<file path="config.mk">
export PLATFORM = sky130hd
export DESIGN_NAME = pr_fetch_ctrl
export DESIGN_NICKNAME = d
export VERILOG_FILES = /design/src/rtl/pr_fetch_ctrl.sv
export SDC_FILE = /design/constraint.sdc
export NUM_CORES = 1
export LEC_CHECK = 0
export CORE_AREA = 10 10 426 428
export DETAILED_ROUTE_END_ITERATION = 10
export DIE_AREA = 0 0 436 438
export MAX_ROUTING_LAYER = met4
export PLACE_DENSITY = 0.4
export SKIP_LAST_GASP = 1
export SYNTH_ARGS = -nofsm -noshare
export SYNTH_HDL_FRONTEND = slang
export SYNTH_SLANG_ARGS = --single-unit
</file>
<file path="constraint.sdc">
create_clock -name clk -period 3.6 [get_ports clk]
set_input_delay 0.54 -clock clk [delete_from_list [all_inputs] [get_ports clk]]
set_output_delay 0.54 -clock clk [all_outputs]
set_load 0.1 [all_outputs]
</file>
<file path="src/rtl/pr_fetch_ctrl.sv">
// rtl/pr_fetch_ctrl.sv - PageRank stream fetch sequencer with credit-based line buffer flow control
module pr_fetch_ctrl #(
    parameter int FULL_WIDTH = 512,
    parameter int WIDTH      = 64,
    parameter int LOG_DEPTH  = 4,
    parameter int ADDR_W     = 32,
    parameter int CNT_W      = 16
) (
    input  logic                  clk,
    input  logic                  rst_n,
    input  logic                  start,
    input  logic [ADDR_W-1:0]     base_line,
    input  logic [CNT_W-1:0]      elem_count,
    output logic                  busy,
    output logic                  done,
    output logic                  req_valid,
    output logic [ADDR_W-1:0]     req_addr,
    input  logic                  req_ready,
    input  logic                  resp_valid,
    input  logic [FULL_WIDTH-1:0] resp_data,
    output logic                  buf_wrreq,
    output logic [FULL_WIDTH-1:0] buf_wdata,
    output logic                  buf_last,
    output logic [7:0]            buf_bounds,
    input  logic                  line_freed
);
    localparam int ELEMS     = FULL_WIDTH / WIDTH;
    localparam int LOG_ELEMS = $clog2(ELEMS);
    localparam int CREDITS   = 1 << LOG_DEPTH;
    localparam int CR_W      = LOG_DEPTH + 1;

    typedef enum logic [1:0] {IDLE, ISSUE, DRAIN} state_t;

    state_t                state_q, state_d;
    logic [CR_W-1:0]       credits_q, credits_d;
    logic [CNT_W-1:0]      issued_q, issued_d;
    logic [CNT_W-1:0]      returned_q, returned_d;
    logic [CNT_W-1:0]      total_q, total_d;
    logic [7:0]            bounds_q, bounds_d;
    logic                  done_q, done_d;
    logic                  req_valid_q, req_valid_d;
    logic [ADDR_W-1:0]     req_addr_q, req_addr_d;
    logic                  wrreq_q, wrreq_d;
    logic [FULL_WIDTH-1:0] wdata_q, wdata_d;
    logic                  last_q, last_d;
    logic [7:0]            wbounds_q, wbounds_d;

    logic                  hs;
    logic                  resp_acc;
    logic [CNT_W-1:0]      issued_inc;
    logic [CNT_W-1:0]      returned_inc;
    logic [CNT_W-1:0]      rem_cnt;
    logic [CNT_W-1:0]      start_lines;
    logic [7:0]            start_bounds;

    assign hs           = req_valid_q & req_ready;
    assign resp_acc     = resp_valid & (state_q != IDLE);
    assign issued_inc   = issued_q + CNT_W'(hs);
    assign returned_inc = returned_q + CNT_W'(1);
    // Remainder-based ceil avoids overflow of elem_count + ELEMS - 1.
    assign rem_cnt      = elem_count & CNT_W'(ELEMS - 1);
    assign start_lines  = (elem_count >> LOG_ELEMS) + CNT_W'(rem_cnt != '0);
    assign start_bounds = (rem_cnt == '0) ? 8'(ELEMS) : rem_cnt[7:0];

    always_comb begin
        credits_d = credits_q;
        if (hs && !line_freed) begin
            credits_d = credits_q - CR_W'(1);
        end else if (!hs && line_freed && credits_q != CR_W'(CREDITS)) begin
            credits_d = credits_q + CR_W'(1);
        end
    end

    always_ff @(posedge clk or negedge rst_n) begin
        if (!rst_n) begin
            state_q <= IDLE;
        end else begin
            state_q <= state_d;
        end
    end

    always_comb begin
        state_d = state_q;
        case (state_q)
            IDLE:    if (start && elem_count != '0) state_d = ISSUE;
            ISSUE:   if (issued_inc == total_q) state_d = DRAIN;
            DRAIN:   if (returned_q == total_q) state_d = IDLE;
            default: state_d = IDLE;
        endcase
    end

    always_comb begin
        issued_d    = issued_q;
        returned_d  = returned_q;
        total_d     = total_q;
        bounds_d    = bounds_q;
        done_d      = 1'b0;
        req_valid_d = req_valid_q;
        req_addr_d  = req_addr_q;
        wrreq_d     = 1'b0;
        wdata_d     = wdata_q;
        last_d      = last_q;
        wbounds_d   = wbounds_q;
        case (state_q)
            IDLE: begin
                req_valid_d = 1'b0;
                if (start && elem_count == '0) begin
                    done_d = 1'b1;
                end else if (start) begin
                    total_d     = start_lines;
                    bounds_d    = start_bounds;
                    issued_d    = '0;
                    returned_d  = '0;
                    req_addr_d  = base_line;
                    req_valid_d = (credits_d != '0);
                end
            end
            ISSUE: begin
                // Next request is decided from post-handshake counts so it can follow back to back.
                issued_d    = issued_inc;
                req_addr_d  = req_addr_q + ADDR_W'(hs);
                req_valid_d = (issued_inc < total_q) && (credits_d != '0);
            end
            DRAIN: begin
                req_valid_d = 1'b0;
                if (returned_q == total_q) done_d = 1'b1;
            end
            default: req_valid_d = 1'b0;
        endcase
        if (resp_acc) begin
            returned_d = returned_inc;
            wrreq_d    = 1'b1;
            wdata_d    = resp_data;
            last_d     = (returned_inc == total_q);
            wbounds_d  = (returned_inc == total_q) ? bounds_q : 8'(ELEMS);
        end
    end

    always_ff @(posedge clk or negedge rst_n) begin
        if (!rst_n) begin
            credits_q   <= CR_W'(CREDITS);
            issued_q    <= '0;
            returned_q  <= '0;
            total_q     <= '0;
            bounds_q    <= '0;
            done_q      <= 1'b0;
            req_valid_q <= 1'b0;
            req_addr_q  <= '0;
            wrreq_q     <= 1'b0;
            wdata_q     <= '0;
            last_q      <= 1'b0;
            wbounds_q   <= '0;
        end else begin
            credits_q   <= credits_d;
            issued_q    <= issued_d;
            returned_q  <= returned_d;
            total_q     <= total_d;
            bounds_q    <= bounds_d;
            done_q      <= done_d;
            req_valid_q <= req_valid_d;
            req_addr_q  <= req_addr_d;
            wrreq_q     <= wrreq_d;
            wdata_q     <= wdata_d;
            last_q      <= last_d;
            wbounds_q   <= wbounds_d;
        end
    end

    assign busy       = (state_q != IDLE);
    assign done       = done_q;
    assign req_valid  = req_valid_q;
    assign req_addr   = req_addr_q;
    assign buf_wrreq  = wrreq_q;
    assign buf_wdata  = wdata_q;
    assign buf_last   = last_q;
    assign buf_bounds = wbounds_q;
endmodule

</file>
==> flow_summary.toml <==
[clock_tree]
clockBufferDepth = 3
postCtsHoldBufs = 1
htreeDepth = 3
clock-sinks = 609
cts_resized = 0
cts_tree = "done"
clk_pin_slew_ps = 60
cts_buffers = 85
cts_root_buffer = "clkbuf_16"
post_cts_buffers = 0
clk_latency_ps = 700

[timing]
rsz0062_at_grt = "false"
worst_pin_slew_ps = 1190
setup_viol = 0
hold_viol_final = 0
final.period_utilization_pct = 82.7
slew_violations = 0
relSlewSlack_pct = 20.5
fin_tns_setup_ps = 0
final_critical_path_setup_slack_ps = 622
fmax_mhz = 336
hold_ws_ps = 371
post-route-min-period_ps = 2980
finClkSkew_ps = 40.4

[setup_path]
cp-end-kind = "output port"
worst-endpoint-arrival_ps = 2440
crit_path_max_incr_delay_ps = 1250
timing.rr.start = "req_valid"
rr_worst_depth = 14
critPathSlowestCell = "clkdlybuf4s50_1"
criticalPathCategory = "reg2out"
crit_family = "buffers and inverters"
r2r_slack_ps = 750
r2r_end = "req_valid"
cp-start-kind = "register"
crit_fanout = 2
worstPathRequired_ps = 3060
cp.buffers_inverters = 1
path_cells = "clkdlybuf4s50_1"

[worst_hold_path]
whs_endpoint = "buf_wdata[3]"
hold_start = "resp_data[3]"
min_path_type = "in2reg"
whs_path_depth = 3

[yosys]
synth-edff-count = 0
netlist.area_leader.share_pct = 60.0
synth_area_um2 = 25400
synth_top_flop_cell = "dfrtp_1"
syn_avg_cell_area_um2 = 8.72
async_flop_share_pct = 100
ys_seq_area_share_pct = 60.1
synth_top_area_cell = "dfrtp_1"
synth.distinct_cells = 71
ys_ff_latch = 609
synth.area.top_cells = "dfrtp_1 (60%), nand2_1 (24%), clkbuf_1 (2.0%)"
yosys_warnings = 0
syn_inst = 2910

[floorplan]
start_util_pct = 14.7
core_area_um2 = 173000
die_w_um = 436
die_area_um2 = 191000
io_pins = 1123
die_h_um = 438
fp-row-count = 153

[layout]
drive_above_1_share_pct = 7.66
utilization_pct = 24.4
fillers = 18900
final_common_cell = "nand2_1"
final_cell_mix = "nand2_1 (1616), clkdlybuf4s50_1 (1026), dfrtp_1 (607)"
area_growth_pct = 66.3
nets = 4622

[pwr]
powerDensity_nw_per_um2 = 619
power_leakage_nw = 19.5
ir_worst_vdd_mv = 0.314

[detailed_routing]
wl_per_cell_um = 23.3
first_iter_violations = 1568
ant_nets = 0
via_count = 24400
via_per_inst = 3.78
drt_pass1_iterations = 5
drc = 0
wirelength_mm = 150

[global_route]
grtUsageMet3_pct = 3.45
overflow = 0
grtUsageTotal_pct = 15.4
met1_usage_pct = 16.8
grt_max_degree = 168
busiest_layer = "met2"
grt_pass1_vias = 24900
grt_use_met2_pct = 28.6
grt_pass1_wl_mm = 206
antenna_found_initial = 47

[placed_design]
dp_hpwl_mm = 119
io_buffers = 1118
place.gp.congestion = 0.860
dp_worst_setup_slack_ps = 125

[run]
maxCapViolations = 0

[run_status]
outcome = "completed"
-- synth_stat cells (all sizes together), types with 2 or more instances --
cell / n
nor2: 53
o31a: 2
nand2: 1616
a211oi: 5
or3: 5
ha: 24
nor2b: 5
inv: 31
o21ai: 69
o41ai: 2
o21a: 6
or4: 2
o2111ai: 2
and4: 8
nor4: 16
clkbuf: 135
a2bb2oi: 6
nor3: 18
and3: 19
a31o: 4
a41oi: 5
nand3: 36
a311oi: 3
o22ai: 11
buf: 22
nor3b: 2
dfrtp: 608
o31ai: 11
xnor2: 28
nand4: 19
a22o: 4
xor2: 30
o211ai: 2
o22a: 9
a22oi: 3
and2: 7
a21oi: 52
a31oi: 9
nand2b: 3
-- final cells by class --
type / count / area, um2 / area share [%]
Timing Repair Buffer: 1189 / 11700 / 27.8
Clock inverter: 34 / 323 / 0.765
Inverter: 32 / 128 / 0.303
Multi-Input combinational cell: 2115 / 9390 / 22.3
Tap cell: 2325 / 2910 / 6.90
Sequential cell: 609 / 15200 / 36.1
Clock buffer: 118 / 2390 / 5.67
Antenna cell: 20 / 50.0 / 0.119
-- sequential cells by signal (all words and copies together) (netlist names) --
name / cells
buf_wrreq: 1
buf_last: 1
state_q: 2
done: 1
buf_wdata: 512
returned_q: 16
bounds_q: 4
credits_q: 5
issued_q: 16
total_q: 14
req_addr: 32
req_valid: 1
buf_bounds: 4
-- metrics by stage --
| stage | std cells | cell area [um2] | power [mW] |
|---|---|---|---|
| floorplan | 2913 | 25400 | 14.6 |
| global placement | 6269 | 39400 | 17.9 |
| detailed placement | 6269 | 39400 | 17.9 |
| CTS | 6422 | 42100 | 26.6 |
| global route | 6439 | 42200 | 27.2 |
| finish | 6442 | 42200 | 26.1 |
-- power by group --
part / total, mW / internal [mW] / leakage [nW] / switching, mW
sequential: 8.37 / 7.63 / 7.43 / 0.734
clock: 8.37 / 4.82 / 1.34 / 3.56
combinational: 9.37 / 2.28 / 10.7 / 7.09
total: 26.1 / 14.7 / 19.5 / 11.4
-- logic make-up (layout without fill, tap and decap cells) --
group / count (synthesis) / after routing / share of synthesized area (%)
simple gates: 1813 / 1813 / 28.4
other cells: 1 / 24 / 0.0148
fa+ha+maj: 24 / 24 / 1.18
buf+inv: 189 / 1373 / 2.96
mux: 2 / 2 / 0.0839
flops: 609 / 609 / 60.1
xor+xnor: 58 / 58 / 2.00
compound gates: 214 / 214 / 5.31
-- routing by layer --
| layer | part of all wire [%] | vias up | wire length [um] |
|---|---|---|---|
| li1 | - | 11500 | - |
| met1 | 38 | 12000 | 57600 |
| met2 | 55 | 720 | 82000 |
| met3 | 5.4 | 182 | 8060 |
| met4 | 1.8 | 0 | 2660 |
| met5 | 0 | - | 0 |
-- worst max path at each step --
stage	startpoint	endpoint	slack (ps)	cells after the start
2_1_floorplan	req_valid	req_valid	250	14
3_3_place_gp	req_ready	req_valid	170	15
3_5_place_dp	req_ready	req_valid	120	15
4_1_cts	buf_wdata[94]	buf_wdata[94]	540	1
5_1_grt	req_valid	req_valid	400	14
6_report	buf_wdata[94]	buf_wdata[94]	620	1
Power figures use the tool's default switching activity.
==> RTL change: new RTL, config.mk and constraints unchanged <==
Reset style: synchronous (`rst_n`), changed in 2 clocked blocks.
--- a/src/rtl/pr_fetch_ctrl.sv
+++ b/src/rtl/pr_fetch_ctrl.sv
@@ -73,3 +73,3 @@
 
-    always_ff @(posedge clk or negedge rst_n) begin
+    always_ff @(posedge clk) begin
         if (!rst_n) begin
@@ -138,3 +138,3 @@
 
-    always_ff @(posedge clk or negedge rst_n) begin
+    always_ff @(posedge clk) begin
         if (!rst_n) begin
Check against the original RTL: not equivalent (a bounded check fails within 4 cycles, from zero or initial values and one cycle with rst_n low; the reset may be asserted at any time).
==> RTL change against the unedited design <==
- design area down 5.1%
- power down 20%
- global-route usage up 0.86 points
- setup slack better by 0.030 ns
- sequential cell count unchanged
- wire length up 6.4%
- worst hold slack better by 0.018 ns
- synthesized area down 7.2%
- register-to-register slack worse by 0.04 ns
- highest routed layer unchanged
==> RTL change: results (changes against the unedited design) <==
\begin{tabular}{lr}
\hline
Metric & Value \\
\hline
\multicolumn{2}{l}{\textbf{Power}} \\
Total net switching power & 0.00747 W (-34\%) \\
IR drop worst, VDD & 0.341 mV (+8.5\%) \\
Combinational power & 0.00528 W (-44\%) \\
Sequential share of power & 0.350 (+0.030) \\
\multicolumn{2}{l}{\textbf{Worst setup path}} \\
Register-to-Register Setup Slack & 0.71 ns (-0.04 ns) \\
Worst setup path startpoint & buf\_wdata[176]\$\_SDFFE\_PN0P\_ \\
Arr. time, crit path & 2.41 ns (-0.03 ns) \\
Worst flop-to-flop path startpoint & req\_valid\$\_SDFF\_PN0\_ \\
Endpoint of the worst register-to-register path & req\_valid\$\_SDFF\_PN0\_ \\
Timing endpoint of the critical path & buf\_wdata[176] \\
\multicolumn{2}{l}{\textbf{Logic synthesis}} \\
Post-synth top flop & sky130\_fd\_sc\_hd\_\_dfxtp\_1 \\
Synth Area in Compound Gates & 0.167 (+0.113) \\
Largest cells by area after synthesis & sky130\_fd\_sc\_hd\_\_dfxtp\_1 52\%, sky130\_fd\_sc\_hd\_\_nand2\_1 17\%, sky130\_fd\_sc\_hd\_\_a21oi\_1 12\% \\
Sequential area share after synthesis & 0.518 (-0.0827) \\
Share of cell area taken by muxes after synthesis & 0.00213 (+0.00129) \\
Adder and majority cell fraction of the synthesized area & 0.0128 (+0.000924) \\
\multicolumn{2}{l}{\textbf{Detailed routing}} \\
Number of DRC violations after detailed-routing iteration 0 & 1684 (+7.4\%) \\
Routed wl met3 & 9480 um (+18\%) \\
Number of detailed-route iterations in the first pass & 6 (+1) \\
\multicolumn{2}{l}{\textbf{GRT}} \\
Met3 capacity usage during global routing & 0.0404 (+0.00588) \\
\multicolumn{2}{l}{\textbf{Final layout}} \\
Layout overhead on the synthesized area & 70.1\% \\
Fraction of area in multi-input gates & 0.257 (+0.0348) \\
Data-path buffer share of cell area in the final layout & 0.292 (+0.0138) \\
Post-layout nets & 4671 (+1.1\%) \\
Number of non-clock buffers in the layout & 1192 (+0.25\%) \\
Clock distribution area overhead in the final layout & 0.0678 (+0.00337) \\
Number of antenna cells inserted & 38 (+90\%) \\
Layout cell share with drive strength beyond 1 & 0.0865 (+0.00981) \\
Filler cell count in the final layout & 19300 (+1.8\%) \\
\multicolumn{2}{l}{\textbf{Outcome}} \\
Outcome & completed \\
\multicolumn{2}{l}{\textbf{STA}} \\
Worst slack on hold paths & 0.388 ns (+0.0177 ns) \\
Final clock period utilization by the worst path & 0.819 (-0.00836) \\
\multicolumn{2}{l}{\textbf{Clock tree}} \\
Number of buffers created by CTS & 80 (-5.9\%) \\
\multicolumn{2}{l}{\textbf{Place}} \\
Final HPWL from detailed placement & 130000 um (+8.6\%) \\
\hline
\end{tabular}
RTL change: tightest hold or removal path: cells and delay by family:
family / cells / cell delay [ns]
and+or+nand+nor: 1 / 0.06
buffers and inverters: 1 / 0.40
AOI/OAI and AO/OA: 1 / 0.05
RTL change: how the worst min path moves through the flow:
stage | depth (start not counted) | startpoint | end
6_report | 3 | resp_data[258] | buf_wdata[258]$_SDFFE_PN0P_
5_1_grt | 3 | resp_data[200] | buf_wdata[200]$_SDFFE_PN0P_
4_1_cts | 3 | resp_data[385] | buf_wdata[385]$_SDFFE_PN0P_
3_5_place_dp | 2 | buf_wdata[224]$_SDFFE_PN0P_ | buf_wdata[224]$_SDFFE_PN0P_
3_3_place_gp | 2 | buf_wdata[393]$_SDFFE_PN0P_ | buf_wdata[393]$_SDFFE_PN0P_
2_1_floorplan | 2 | bounds_q[0]$_SDFFE_PN0P_ | buf_bounds[0]$_SDFFE_PN0P_
